## src/rtl/lsu_pkg.sv

```systemverilog
// Shared definitions for the load/store unit: op encodings, FSM states,
// word width and small op-classification helpers.
package lsu_pkg;

    localparam int unsigned WORD_W = 32;

    typedef enum logic [2:0] {
        LSU_LB  = 3'd0,
        LSU_LH  = 3'd1,
        LSU_LW  = 3'd2,
        LSU_LBU = 3'd3,
        LSU_LHU = 3'd4,
        LSU_SB  = 3'd5,
        LSU_SH  = 3'd6,
        LSU_SW  = 3'd7
    } lsu_op_e;

    typedef enum logic [2:0] {
        IDLE = 3'd0,
        RD   = 3'd1,
        CAP  = 3'd2,
        WR   = 3'd3,
        RESP = 3'd4
    } lsu_state_e;

    function automatic logic op_is_store(lsu_op_e op);
        return (op == LSU_SB) || (op == LSU_SH) || (op == LSU_SW);
    endfunction

    function automatic logic op_is_word(lsu_op_e op);
        return (op == LSU_LW) || (op == LSU_SW);
    endfunction

    function automatic logic op_is_half(lsu_op_e op);
        return (op == LSU_LH) || (op == LSU_LHU) || (op == LSU_SH);
    endfunction

    // Force the low address bits to the natural alignment of the access size.
    function automatic logic [1:0] align_lo(lsu_op_e op, logic [1:0] lo);
        logic [1:0] res;
        res = lo;
        if (op_is_word(op)) begin
            res = 2'b00;
        end else if (op_is_half(op)) begin
            res = {lo[1], 1'b0};
        end
        return res;
    endfunction

    function automatic logic op_misaligned(lsu_op_e op, logic [1:0] lo);
        logic res;
        res = 1'b0;
        if (op_is_word(op)) begin
            res = (lo != 2'b00);
        end else if (op_is_half(op)) begin
            res = lo[0];
        end
        return res;
    endfunction

endpackage

```

## src/rtl/lsu_lane_align.sv

```systemverilog
// Little-endian lane steering: extracts and extends the load lane from a
// memory word, and merges sub-word store data into a memory word.
module lsu_lane_align
    import lsu_pkg::*;
(
    input  logic [2:0]        op,
    input  logic [1:0]        addr_lo,
    input  logic [WORD_W-1:0] word,
    input  logic [WORD_W-1:0] store_data,
    output logic [WORD_W-1:0] load_data,
    output logic [WORD_W-1:0] store_word
);

    lsu_op_e    op_e;
    logic [7:0]  byte_sel;
    logic [15:0] half_sel;
    logic [4:0]  byte_lsb;

    assign op_e     = lsu_op_e'(op);
    assign byte_lsb = {addr_lo, 3'b000};

    // Load lane select with sign or zero extension.
    always_comb begin
        byte_sel  = word[byte_lsb +: 8];
        half_sel  = addr_lo[1] ? word[31:16] : word[15:0];
        load_data = word;
        case (op_e)
            LSU_LB:  load_data = {{24{byte_sel[7]}}, byte_sel};
            LSU_LBU: load_data = {24'h000000, byte_sel};
            LSU_LH:  load_data = {{16{half_sel[15]}}, half_sel};
            LSU_LHU: load_data = {16'h0000, half_sel};
            default: load_data = word;
        endcase
    end

    // Store merge: only the addressed lane is replaced, other bytes pass through.
    always_comb begin
        store_word = store_data;
        case (op_e)
            LSU_SB: begin
                store_word = word;
                store_word[byte_lsb +: 8] = store_data[7:0];
            end
            LSU_SH: begin
                store_word = word;
                if (addr_lo[1]) begin
                    store_word[31:16] = store_data[15:0];
                end else begin
                    store_word[15:0] = store_data[15:0];
                end
            end
            default: store_word = store_data;
        endcase
    end

endmodule

```

## src/rtl/load_store_unit.sv

```systemverilog
// MEM-stage load/store unit: byte/half/word loads and stores against a
// word-addressed synchronous memory, with read-modify-write for sub-word
// stores. Optional macro LSU_MISALIGN_ERR_EN reports misaligned accesses
// as errors instead of silently aligning them.
module load_store_unit
    import lsu_pkg::*;
#(
    parameter int unsigned ADDR_W = 8,
    parameter int unsigned TAG_W  = 5
) (
    input  logic              clk,
    input  logic              rst,
    input  logic              req_valid,
    output logic              req_ready,
    input  logic [2:0]        req_op,
    input  logic [31:0]       req_addr,
    input  logic [31:0]       req_wdata,
    input  logic [TAG_W-1:0]  req_rd,
    output logic [31:0]       mem_addr,
    output logic [31:0]       mem_wdata,
    output logic              mem_write,
    output logic              mem_read,
    input  logic [31:0]       mem_rdata,
    output logic              resp_valid,
    output logic              resp_wen,
    output logic [TAG_W-1:0]  resp_rd,
    output logic [31:0]       resp_data,
    output logic              resp_err
);

    lsu_state_e          state_q, state_d;
    lsu_op_e             op_q;
    logic [ADDR_W+1:0]   addr_q;
    logic [WORD_W-1:0]   wdata_q;
    logic [WORD_W-1:0]   resp_data_q;
    logic [TAG_W-1:0]    rd_q;

    lsu_op_e             op_in;
    logic                mis_in;
    logic                err_now;
    logic                store_op;
    logic                active;
    logic [WORD_W-1:0]   load_data;
    logic [WORD_W-1:0]   store_word;
    logic                unused_addr_hi;

    assign op_in          = lsu_op_e'(req_op);
    assign store_op       = op_is_store(op_q);
    assign unused_addr_hi = ^req_addr[WORD_W-1:ADDR_W+2];

`ifdef LSU_MISALIGN_ERR_EN
    logic err_q;
    assign mis_in  = op_misaligned(op_in, req_addr[1:0]);
    assign err_now = err_q;

    // Error flag for the request in flight.
    always_ff @(posedge clk or posedge rst) begin
        if (rst) begin
            err_q <= 1'b0;
        end else if (state_q == IDLE && req_valid) begin
            err_q <= mis_in;
        end
    end
`else
    assign mis_in  = 1'b0;
    assign err_now = 1'b0;
`endif

    lsu_lane_align u_lane_align (
        .op         (op_q),
        .addr_lo    (addr_q[1:0]),
        .word       (mem_rdata),
        .store_data (wdata_q),
        .load_data  (load_data),
        .store_word (store_word)
    );

    // State register; reset aborts any access in flight immediately.
    always_ff @(posedge clk or posedge rst) begin
        if (rst) begin
            state_q <= IDLE;
        end else begin
            state_q <= state_d;
        end
    end

    // Next-state: sub-word stores read first, word stores write directly.
    always_comb begin
        state_d = state_q;
        unique case (state_q)
            IDLE: begin
                if (req_valid) begin
                    if (mis_in) begin
                        state_d = RESP;
                    end else if (op_in == LSU_SW) begin
                        state_d = WR;
                    end else begin
                        state_d = RD;
                    end
                end
            end
            RD:      state_d = CAP;
            CAP:     state_d = store_op ? WR : RESP;
            WR:      state_d = RESP;
            RESP:    state_d = IDLE;
            default: state_d = IDLE;
        endcase
    end

    // Request latch, RMW word capture and load-result register.
    always_ff @(posedge clk or posedge rst) begin
        if (rst) begin
            op_q        <= LSU_LB;
            addr_q      <= '0;
            wdata_q     <= '0;
            rd_q        <= '0;
            resp_data_q <= '0;
        end else begin
            case (state_q)
                IDLE: begin
                    if (req_valid) begin
                        op_q    <= op_in;
                        addr_q  <= {req_addr[ADDR_W+1:2], align_lo(op_in, req_addr[1:0])};
                        wdata_q <= req_wdata;
                        rd_q    <= req_rd;
                        if (mis_in) begin
                            resp_data_q <= '0;
                        end
                    end
                end
                CAP: begin
                    if (store_op) begin
                        wdata_q <= store_word;
                    end else begin
                        resp_data_q <= load_data;
                    end
                end
                WR:      resp_data_q <= '0;
                default: ;
            endcase
        end
    end

    // Memory strobes and response outputs decoded from the current state.
    always_comb begin
        active     = (state_q != IDLE);
        req_ready  = (state_q == IDLE);
        mem_read   = (state_q == RD);
        mem_write  = (state_q == WR);
        mem_addr   = active ? {{(WORD_W-ADDR_W){1'b0}}, addr_q[ADDR_W+1:2]} : '0;
        mem_wdata  = active ? wdata_q : '0;
        resp_valid = (state_q == RESP);
        resp_wen   = (state_q == RESP) && !store_op && !err_now;
        resp_err   = (state_q == RESP) && err_now;
        resp_rd    = rd_q;
        resp_data  = resp_data_q;
    end

endmodule

```

## config.mk

```make
export PLATFORM = sky130hd
export DESIGN_NAME = load_store_unit
export DESIGN_NICKNAME = d
export VERILOG_FILES = /design/src/rtl/lsu_pkg.sv /design/src/rtl/lsu_lane_align.sv /design/src/rtl/load_store_unit.sv
export SDC_FILE = /design/constraint.sdc
export NUM_CORES = 1
export LEC_CHECK = 0
export BUFFER_PORTS_ARGS = -buffer_cell sky130_fd_sc_hd__buf_4
export CAP_MARGIN = 20
export CORE_UTILIZATION = 40
export DETAILED_ROUTE_END_ITERATION = 6
export PLACE_DENSITY = 0.75
export SYNTH_ARGS = -nofsm -noshare
export SYNTH_HDL_FRONTEND = slang
export SYNTH_HIERARCHICAL = 1
export SYNTH_SLANG_ARGS = --single-unit
```

## constraint.sdc

```tcl
create_clock -name clk -period 3 [get_ports clk]
set_clock_uncertainty 0.15 [all_clocks]
set_input_delay 0.3 -clock clk [delete_from_list [all_inputs] [get_ports clk]]
set_output_delay 0.3 -clock clk [all_outputs]
set_load 0.02 [all_outputs]
```

==> impl_metrics.ini <==
[run_status]
outcome = finished with violations
violations = DRC

[worst_setup_path]
crit_path_start_kind = flop
crit_type = reg2reg
crit_fanout = 8
timing.critical_path.arrival_ps = 2810
r2r-start = addr_q[1]
crit_path_start = addr_q[1]
required_ps = 3140
crit_path_end_kind = flop

[floorplan]
io_pins = 214
die_w_um = 125.6
core_region_area_um2 = 14700
dieArea_um2 = 15780
rows = 44
initial_core_util = 0.4157
die_height_um = 125.6

[drt]
drt_iter0_drc = 324
wl_per_cell_um = 19.15
drc_errors = 16
routed-via-count = 5247
avgViaCountPerCell = 5.624
routed_wl_um = 17870
ant_nets = 0
dr.pass1.iters = 7

[global_route]
grt_usage = 0.2332
antenna_found_initial = 0
grt_overflow = 0
grt_max_degree = 52
grt_first_pass_wirelength_um = 28370
grt_pass1_vias = 5066

[finish]
drive_gt1_frac = 0.4099
postLayoutCoreUtil = 0.5296
final_nets = 856
design_area_um2 = 7785
syn2layout_area_growth_pct = 27.40
n_antenna_cell = 0

[pwr]
total_power_mw = 9.740
ir_drop_v = 0.0007047
pwr_density_cell_nw_per_um2 = 1251
power.leakage_nw = 3.697

[yosys]
avgSynthCellArea_um2 = 10.37
synthCells = 589
synthFlopType = dfrtp_1
synthArstFlopShare = 1.000
yosys.area.top_type = dfrtp_1
ys_seq_area_frac = 0.3481
ys_ff_latch = 85
yosysUniqueCellTypes = 61
synth_top_area_frac = 0.3481
synth-edff-count = 0
syn_area_um2 = 6111
yosys_warnings = 6
synth_area_leaders = dfrtp_1 (35%), mux2_2 (11%), nor2b_1 (6.0%)

[clocking]
cts.htree.levels = 3
clock_latency_ps = 350
numCtsBuffers = 9
clockBufferDepth = 2
numClockSinks = 85
cts_root_buffer = clkbuf_16
cts_tree = built
cts.clk_slew.worst_paths_ps = 60

[sta]
rsz0062_at_grt = no
slew_headroom = 0.5316
fin_tns_setup_ps = 0
period_share = 0.8877
final-max-slew-violation-count = 0
finalHoldViolCount = 0
max_freq_mhz = 375.5
fin_crit_ps = 2663
tightest_slew_ps = 700.7
setup_viol = 0

[flow_run]
cap_violations = 0

[placement]
port_buffers = 166
dpl-instance-area_um2 = 7408
hpwl_um = 13230
gp_congestion = 0.9017

[min_path]
hp-start = req_addr[5]
hp-class = in2reg
==> sequential cells by signal, indices dropped and copies added, names as in the netlist <==
register   cells
wdata_q       32
op_q           3
resp_data     32
addr_q        10
state_q        3
resp_rd        5
==> logic make-up after synthesis <==
group / after synthesis / share of synthesized area
compound gates: 154 / 0.1990
xor+xnor: 3 / 0.004301
fa+ha+maj: 5 / 0.01024
buf+inv: 76 / 0.07944
flops: 85 / 0.3481
mux: 104 / 0.2045
other cells: 1 / 0.0006137
simple gates: 161 / 0.1538
==> through the flow <==
step	instances	hold WS [ps]	setup WS [ps]
6_report	933	25.06	336.8
5_1_grt	933	10.55	119.7
4_1_cts	932	12.27	341.8
3_5_place_dp	915	262.1	347.8
3_3_place_gp	914	254.9	271.8
2_1_floorplan	613	297.1	356.5
==> cell type report <==
type | instances | area (um^2)
clock buffers | 11 | 252.7
well taps | 184 | 230.2
flip-flops and latches | 85 | 2127
inverters | 7 | 27.53
multi-input cells | 452 | 3597
fillers | 1290 | 6914
clock inverters | 5 | 106.4
repair buffers | 189 | 1444
==> routing by layer <==
layer | vias to the layer above | global-route usage | wire [um]
met5 | - | 0 | 0
met4 | 0 | 0.1105 | 689
met3 | 42 | 0.05948 | 1645
met2 | 288 | 0.3464 | 7765
met1 | 2474 | 0.3164 | 7770
li1 | 2443 | - | -
==> synthesized netlist by cell type, drive strengths merged (3+ instances only) <==
master,instances
mux2i,18
nand2,27
nor2b,59
nor2,20
xor2,3
a21o,16
o211ai,5
o22ai,4
a211oi,7
a22o,40
a311oi,3
and2,12
mux2,85
buf,55
nand3,8
a221o,8
inv,7
nand2b,9
clkbuf,14
dfrtp,85
o21ai,16
nor3b,4
nor3,6
a21oi,22
o221ai,15
ha,5
==> what timing repair did <==
| action | 4_1_cts | 5_1_grt |
|---|---|---|
| hold buffers | 1 | 0 |
| hold endpoints to repair | 34 | 0 |
| setup buffers | 0 | 0 |
| resized for setup | 0 | 0 |
==> power by group <==
| group | switching, mW | internal (mW) |
|---|---|---|
| sequential | 0.594 | 1.72 |
| clock | 0.464 | 0.860 |
| combinational | 3.15 | 2.96 |
| total | 4.20 | 5.54 |
==> worst paths after layout <==
path / endpoint / slack (ps) / cells after the start
max: wdata_q[28] / 340 / 8
min: addr_q[5] / 30 / 2
max reg2reg: wdata_q[28] / 340 / 8
min reg2reg: resp_data[15] / 350 / 1
max in group asynchronous: resp_data[2] / 1610 / 4
min in group asynchronous: resp_rd[2] / 430 / 3
==> cells in the final DEF, fill, tap and decap left out, types with 4 or more instances in the layout <==
cell	Yosys	layout
a211oi_1	7	7
a21o_1	16	16
a21oi_1	21	21
a221o_1	8	8
a22o_1	40	40
and2_1	12	12
buf_4	28	185
clkbuf_16	0	9
conb_1	1	25
dfrtp_1	85	85
ha_1	5	5
inv_1	6	5
mux2_2	61	61
mux2_4	24	24
mux2i_1	18	18
nand2_1	27	27
nand2b_1	9	9
nand3_1	8	8
nor2_1	19	19
nor2b_1	59	59
nor3_1	6	5
o211ai_1	5	5
o21ai_0	12	12
o221ai_1	15	15
o22ai_1	4	4
==> critical path: stages, from the launching register on <==
cell and delay, ps:
dfrtp_1 400, inv_1 260, ha_1 310, buf_4 150, nor4b_2 630, a21oi_1 160
o221ai_1 230, mux2_2 190, mux2_2 130
Note: power is estimated with default switching activity, not from simulation.
